<file path="config.mk">
export PLATFORM = sky130hd
export DESIGN_NAME = program_store_flat
export DESIGN_NICKNAME = d
export VERILOG_FILES = /design/src/rtl/program_store_if.sv /design/src/rtl/program_store.sv /design/src/flat_wrapper.sv
export SDC_FILE = /design/constraint.sdc
export NUM_CORES = 2
export LEC_CHECK = 0
export ABC_AREA = 1
export CELL_PAD_IN_SITES_DETAIL_PLACEMENT = 2
export CELL_PAD_IN_SITES_GLOBAL_PLACEMENT = 2
export CORE_MARGIN = 1
export CORE_UTILIZATION = 43
export DETAILED_ROUTE_END_ITERATION = 7
export PLACE_DENSITY_LB_ADDON = 0.1
export SYNTH_ARGS = -nofsm -noshare
export SYNTH_HDL_FRONTEND = slang
export SYNTH_SLANG_ARGS = --single-unit
</file>
<file path="constraint.sdc">
create_clock -name oscillator -period 3.05 [get_ports oscillator]
set_input_delay 0.915 -clock oscillator [delete_from_list [all_inputs] [get_ports oscillator]]
set_output_delay 0.915 -clock oscillator [all_outputs]
set_load 0.05 [all_outputs]
</file>
<file path="src/rtl/program_store_if.sv">
// ---------------------------------------------------------------------------
// program_store_if
//
// Bundles the load port and the instruction bus of the program store.
//
//   load_mode           upstream -> store   1 = load a program, 0 = run it
//   load_data[7:0]      upstream -> store   program byte to store
//   load_valid          upstream -> store   a byte is on load_data
//   load_ready          store -> upstream   a byte can be accepted this cycle
//   instruction_address core -> store       PC of the core
//   instruction[7:0]    store -> core       registered instruction byte
//   hold_cpu            store -> core       active-high reset for the core
//   program_length[8:0] store -> upstream   committed program bytes, 0..256
//   full                store -> upstream   current load has 256 bytes
//
// master: the side that drives mode/data/address (loader + core).
// slave:  the program store itself.
// ---------------------------------------------------------------------------
interface program_store_if;
   logic       load_mode;
   logic [7:0] load_data;
   logic       load_valid;
   logic       load_ready;
   logic [7:0] instruction_address;
   logic [7:0] instruction;
   logic       hold_cpu;
   logic [8:0] program_length;
   logic       full;

   modport master (
      output load_mode, load_data, load_valid, instruction_address,
      input  load_ready, instruction, hold_cpu, program_length, full
   );

   modport slave (
      input  load_mode, load_data, load_valid, instruction_address,
      output load_ready, instruction, hold_cpu, program_length, full
   );
endinterface

</file>
<file path="src/rtl/program_store.sv">
// ---------------------------------------------------------------------------
// program_store
//
// 256 x 8 program memory with a valid/ready byte loader, serving the stored
// program to the 8-bit core. While loading, or with no program present, the
// core is held in reset and sees the self-jump opcode 8'hFF.
//
// Ports:
//   oscillator  board clock, all state updates on its rising edge
//   reset       asynchronous, active-low reset
//   bus         program_store_if.slave (load port + instruction bus)
// ---------------------------------------------------------------------------
module program_store (
   input logic            oscillator,
   input logic            reset,
   program_store_if.slave bus
);

   typedef enum logic [1:0] {
      IDLE = 2'd0,
      LOAD = 2'd1,
      RUN  = 2'd2
   } state_t;

   localparam logic [7:0] HALT_OPCODE = 8'hFF;  // jump -1: the PC holds

   state_t     state_q, state_d;
   logic [8:0] count_q, count_d;
   logic [8:0] length_q, length_d;
   logic       accept;
   logic       hold_q;
   logic [7:0] instr_q;
   logic [7:0] mem [0:255];

   assign bus.load_ready     = (state_q == LOAD) && (count_q < 9'd256);
   assign bus.full           = (count_q == 9'd256);
   assign bus.program_length = length_q;
   assign bus.hold_cpu       = hold_q;
   assign bus.instruction    = instr_q;

   // Next-state logic. Leaving LOAD has priority over the handshake, so a
   // byte offered in the cycle load_mode falls is not taken.
   always_comb begin
      // NOTE: every output of this block gets a default first, so no path
      // leaves a variable unassigned and no latch is inferred.
      state_d  = state_q;
      count_d  = count_q;
      length_d = length_q;
      accept   = 1'b0;
      case (state_q)
         IDLE: begin
            if (bus.load_mode) begin
               state_d  = LOAD;
               count_d  = 9'd0;
               length_d = 9'd0;
            end else if (length_q != 9'd0) begin
               state_d = RUN;
            end
         end
         LOAD: begin
            if (!bus.load_mode) begin
               length_d = count_q;
               state_d  = (count_q != 9'd0) ? RUN : IDLE;
            end else if (bus.load_valid && bus.load_ready) begin
               accept  = 1'b1;
               count_d = count_q + 9'd1;
            end
         end
         RUN: begin
            if (bus.load_mode) begin
               state_d  = LOAD;
               count_d  = 9'd0;
               length_d = 9'd0;
            end
         end
         default: state_d = IDLE;
      endcase
   end

   always_ff @(posedge oscillator or negedge reset) begin
      if (!reset) begin
         state_q  <= IDLE;
         count_q  <= 9'd0;
         length_q <= 9'd0;
         hold_q   <= 1'b1;
         instr_q  <= HALT_OPCODE;
      end else begin
         // NOTE: non-blocking assignments, so every register here samples
         // the pre-edge values regardless of statement order.
         state_q  <= state_d;
         count_q  <= count_d;
         length_q <= length_d;
         // Registered from the next state so the core's async reset input
         // sees a clean edge aligned with the state change.
         hold_q   <= (state_d != RUN);
         // 9-bit compare: a 256-byte program makes every address valid.
         if ((state_q == RUN) && ({1'b0, bus.instruction_address} < length_q))
            instr_q <= mem[bus.instruction_address];
         else
            instr_q <= HALT_OPCODE;
      end
   end

   // NOTE: the array has no reset; reads are gated by program_length, so
   // stale contents never reach the core.
   always_ff @(posedge oscillator) begin
      if (accept)
         mem[count_q[7:0]] <= bus.load_data;
   end

endmodule

</file>
<file path="src/flat_wrapper.sv">
// flat-port wrapper written by rule: the top's interface ports become plain ports
module program_store_flat 
  (oscillator, reset, bus_load_mode, bus_load_data, bus_load_valid, bus_instruction_address, bus_load_ready, bus_instruction, bus_hold_cpu, bus_program_length, bus_full);
  program_store_if bus_i ();
  input logic oscillator;
  input logic reset;
  input wire logic [$bits(bus_i.load_mode)-1:0] bus_load_mode;
  input wire logic [$bits(bus_i.load_data)-1:0] bus_load_data;
  input wire logic [$bits(bus_i.load_valid)-1:0] bus_load_valid;
  input wire logic [$bits(bus_i.instruction_address)-1:0] bus_instruction_address;
  output wire logic [$bits(bus_i.load_ready)-1:0] bus_load_ready;
  output wire logic [$bits(bus_i.instruction)-1:0] bus_instruction;
  output wire logic [$bits(bus_i.hold_cpu)-1:0] bus_hold_cpu;
  output wire logic [$bits(bus_i.program_length)-1:0] bus_program_length;
  output wire logic [$bits(bus_i.full)-1:0] bus_full;
  assign bus_i.load_mode = bus_load_mode;
  assign bus_i.load_data = bus_load_data;
  assign bus_i.load_valid = bus_load_valid;
  assign bus_i.instruction_address = bus_instruction_address;
  assign bus_load_ready = bus_i.load_ready;
  assign bus_instruction = bus_i.instruction;
  assign bus_hold_cpu = bus_i.hold_cpu;
  assign bus_program_length = bus_i.program_length;
  assign bus_full = bus_i.full;
  program_store u_core (.oscillator(oscillator), .reset(reset), .bus(bus_i));
endmodule
</file>
Yosys cells after proc, flatten, opt, wreduce, memory -nomap -nowiden
Memory sizes are Yosys's and may differ from the RTL's.
Cells that the tools add are included.
Widths: inputs -> output; s select.
{"block": "classes", "reduce_logical": 10, "n_mux": 18, "eq_ne": 8, "order_cmp": 2, "n_addsub": 1}
{"op": "$mux 9", "count": 4}
{"op": "$pmux 9 s2", "count": 2}
{"op": "$reduce_bool 9->1", "count": 2}
{"op": "$mux 2", "count": 5}
{"op": "$add 9x1->9 const B", "count": 1}
{"op": "$eq 9x9->1 const B", "count": 1}
{"op": "$lt 8x9->1", "count": 1}
{"op": "$lt 9x9->1 const B", "count": 1}
{"op": "$mux 8", "count": 1}
{"op": "$ne 2x2->1 const B", "count": 4}
{"op": "$pmux 2 s3", "count": 1}
{"op": "$mux 1", "count": 5}
{"op": "$reduce_and 4->1", "count": 1}
{"op": "$logic_and 1x1->1", "count": 3}
{"op": "$reduce_and 3->1", "count": 1}
{"op": "$eq 2x1->1 const B", "count": 1}
{"op": "$eq 2x2->1 const B", "count": 1}
{"op": "$logic_not 2->1", "count": 1}
{"op": "$ne 2x1->1 const B", "count": 1}
{"op": "$reduce_bool 2->1", "count": 1}
{"op": "$reduce_or 2->1", "count": 1}
{"block": "word_totals", "reg_bits": 29, "ram_bits": 2048, "n_memories": 1, "output_inout_bits": 20, "input_bits": 20, "elab_cells": 45}
{"memory": "u_core.mem", "words": 256, "width": 8, "read_ports": 1, "rd_ports_with_merged_regs": 0, "wr": 1, "line": "program_store.sv:33", "rtl": "logic [7:0] mem [0:255];"}

Depth between registers and ports, before layout
{"block": "depth", "word_depth": 8, "depth_mapped": 15, "mapped_depth_nobuf": 11}

Worst setup path after synthesis
No wires, ideal clock.
{"block": "synth_path", "kind": "reg2out", "startpoint": "register u_core.count_q[0]", "endpoint": "output port bus_full", "path_slack_ps": 55, "n_path_buf": 0, "required_time_ps": 2135, "arrival_time_ps": 2080, "stages_incl_launch_ff": 5, "cell_sequence": "dfrtp_1 inv_1 ha_1 nand2_1 nor3b_1"}
{"block": "synth_between", "elab_chain_cells": 1}
{"element": "start: declaration", "line": "program_store.sv:28", "rtl": "logic [8:0] count_q, count_d;"}
{"element": "start signal: assignment", "line": "program_store.sv:91", "rtl": "count_q <= count_d;"}
{"element": "$eq 9x9->1", "line": "program_store.sv:36", "rtl": "assign bus.full = (count_q == 9'd256);"}
{"element": "end: declaration", "line": "flat_wrapper.sv:15", "rtl": "output wire logic [$bits(bus_i.full)-1:0] bus_full;"}
No other way between the ends.

Worst setup path after layout
{"block": "layout_path", "startpoint": "register u_core.count_q[4]", "endpoint": "output port bus_full"}
Same word-level chain as after synthesis.

==> flow_summary.ini <==
[outcome]
status = finished, violations left
violations = setup timing

[setup_path]
cp-endpoint = bus_full
r2r_cells = 6
end_kind = output pin
worstPathArrival_ns = 2.27
critPathRequiredTime_ns = 2.13
r2r_slack_ns = 0.27
startpoint_type = flip-flop
cp_max_fo = 6
critPathKind = reg -> out
reg2reg_from = u_core.count_q[2]
critPathLaunch = u_core.count_q[4]
r2r-end = u_core.mem[253][3]

[cells_and_area]
num-fill-cells = 18884
nets = 7614
postLayoutCellArea_mm2 = 0.09977
multi_input_area_mm2 = 0.01982
regArea_mm2 = 0.06224
synthToLayoutAreaGrowth_pct = 18.01
drive_gt1_share_pct = 13.40

[synth]
ys.flop_type = edfxtp_1
synth.avg_cell_area_um2 = 11.84
synthXorXnorAreaFrac_pct = 0
ys_seq_area_share_pct = 73.61
async_reset_ff_share_pct = 1.396
synthAdderAreaFrac_pct = 0.1628
synthTopCellsByArea = edfxtp_1, nand3_1, nand2_1
netlist_instances = 7141
synth-edff-count = 2048
ys_warn_count = 0
synth.distinct_cells = 30
netlist_area_mm2 = 0.08454
syn_nets = 7172
yosys.area_share.simple_pct = 22.95
synth_top_family_by_area = simple AND/OR/NAND/NOR gates
synth_compound_area_share_pct = 0.2101
synth_top_area_share_pct = 72.74
synth_area_leader_cell = edfxtp_1
synth-seq-cells = 2077
synthMuxAreaShare_pct = 0
synth_most_common_cell = nand2_1
synth_commonest_cells = nand2_1, edfxtp_1, nand3_1

[detailed_routing]
dr_total_vias = 60849
wl_per_cell_um = 30.47
drtIter0Drc = 4647
route.final.wire_length_um = 316600
ant_nets = 0
avgViaCountPerCell = 5.857
first_pass_iters = 5
drc = 0

[placement]
place_area_mm2 = 0.09262
io_buffers = 39
routabilityCongestion = 0.8522
dp_hpwl_um = 201400
dp_slack_ns = -0.5119

[floorplanning]
io_pins = 40
die_x_um = 445.4
coreArea_mm2 = 0.1952
fp-row-count = 162
start_util_pct = 43.31
die_area_mm2 = 0.1984
dieHeight_um = 445.4

[timing]
layout_min_cycle_time_ns = 3.181
tightest_slew_ns = 0.9659
tns_ns = -0.1308
grt_setup_unrepaired = true
maxSlewViolCount = 0
setup_ws_ns = -0.1308
setup_viol = 1
timing.final.crit_share_pct = 104.3
relSlewSlack_pct = 35.38
hold_slack_ns = 0.1629
final-hold-violation-count = 0
fmax_mhz = 314.4
fin_skew_ns = 0.03010

[power_and_ir_drop]
p_comb_share_pct = 9.0
total_power_mw = 64.18
swShare_pct = 24.78
p_clk_share_pct = 41.9
p_per_area_mw_per_mm2 = 643.3
peakVddDrop_mv = 0.6120
seqPwrFrac_pct = 49.1
switchingPower_mw = 15.90
p_leak_nw = 35.93
intPower_mw = 48.28

[cts]
cts_buffer_depth = 3
htreeDepth = 4
path_clk_slew_ns = 0.06
cts-root-buf = clkbuf_16
hold_buffers = 0
cts_buffers = 220
cts_tree = built
cts_sinks = 2077
clock_latency_ns = 0.90

[global_routing]
grt_pass1_wl_um = 461500
grt_overflow = 0
antenna_found_initial = 11
grt_usage_pct = 31.80
grt_max_degree = 93
grt_pass1_vias = 66870

[worst_hold_path]
hold_class = in -> async

[job]
maxCapViolCount = 0
-- per-stage QoR --
stage / instances / util (%)
after CTS: 10381 / 51.09
after floorplan: 7141 / -
after global placement: 9979 / 47.45
after detailed placement: 9979 / 47.45
after global routing: 10387 / 51.11
final: 10389 / 51.12
-- flip-flops by register name, summed over array words and instances, names as in the netlist --
signal and count:
u_core.bus.hold_cpu 1, u_core.state_q 2, u_core.bus.program_length 9, u_core.count_q 9
u_core.bus.instruction 8, u_core.mem 2048
-- how the worst min path moves through the flow --
| stage | from | to | slack (ns) | cells past startpoint |
|---|---|---|---|---|
| 2_1_floorplan | u_core.count_q[0] | u_core.count_q[0] | 0.50 | 1 |
| 3_3_place_gp | u_core.count_q[0] | u_core.count_q[0] | 0.52 | 1 |
| 3_5_place_dp | u_core.count_q[0] | u_core.count_q[0] | 0.55 | 1 |
| 4_1_cts | reset | u_core.count_q[7] | 0.13 | 1 |
| 5_1_grt | reset | u_core.count_q[0] | 0.17 | 1 |
| 6_report | reset | u_core.count_q[0] | 0.16 | 1 |
-- power groups by stage --
stage          combinational [mW]  clock (mW)  sequential [mW]
6_report                     5.75        26.9             31.5
3_5_place_dp                 5.65           0             32.1
3_3_place_gp                 5.45           0             32.1
4_1_cts                      5.73        27.2             31.5
5_1_grt                      5.98        28.2             31.5
2_1_floorplan                2.27           0             32.2
-- metal layers --
metal  vias to the layer above  GRT usage, %  share of wire [%]  routed length [um]
met2                      1882         55.27                 51              160400
met3                       588         3.833                4.8               15190
met5                         -             0             0.0066                  21
met4                         4         13.82                4.5               14100
met1                     32155         39.95                 40              126900
li1                      26220             -                  -                   -
-- logic make-up after synthesis --
family / count (synthesis)
flip-flops: 2077
adder cells (fa/ha/maj): 11
AO/OA/AOI/OAI: 31
AND/OR/NAND/NOR: 4491
buffers and inverters: 531
-- critical path: stages (launching register included) --
cell	delay, ns
dfrtp_2	0.46
nor2_4	0.13
inv_2	0.07
nor2_4	0.12
inv_4	0.09
nor3b_2	0.19
buf_4	0.17
buf_12	0.13
-- area by class of cell --
| type | instances | area share [%] |
|---|---|---|
| multi-input cells | 4533 | 19.87 |
| clock inverters | 123 | 1.193 |
| diodes | 4 | 0.01003 |
| well taps | 2624 | 3.291 |
| clock buffers | 277 | 5.879 |
| repair buffers | 704 | 7.157 |
| inverters | 47 | 0.2195 |
| flip-flops and latches | 2077 | 62.38 |
-- layout by cell type, fill, tap and decap left out, drive strengths merged, types with 4 or more instances in the layout --
cell	n
bufinv	23
buf	683
a21oi	10
diode	4
clkdlybuf4s50	4
dfrtp	20
clkinvlp	6
inv	53
nor3	10
nand3	1994
dfstp	9
o21ai	9
clkbuf	277
nand2	2210
clkinv	88
edfxtp	2048
o22ai	8
nor2	272
ha	11
dlygate4sd2	14
-- repair_timing --
item | in CTS | in global routing
setup endpoints to repair | 19 | 1
cloned | 0 | 0
buffers inserted | 2 | 4
pin swaps | 3 | 1
resized for setup | 42 | 3
No activity file was read; power rests on OpenSTA's default activity.
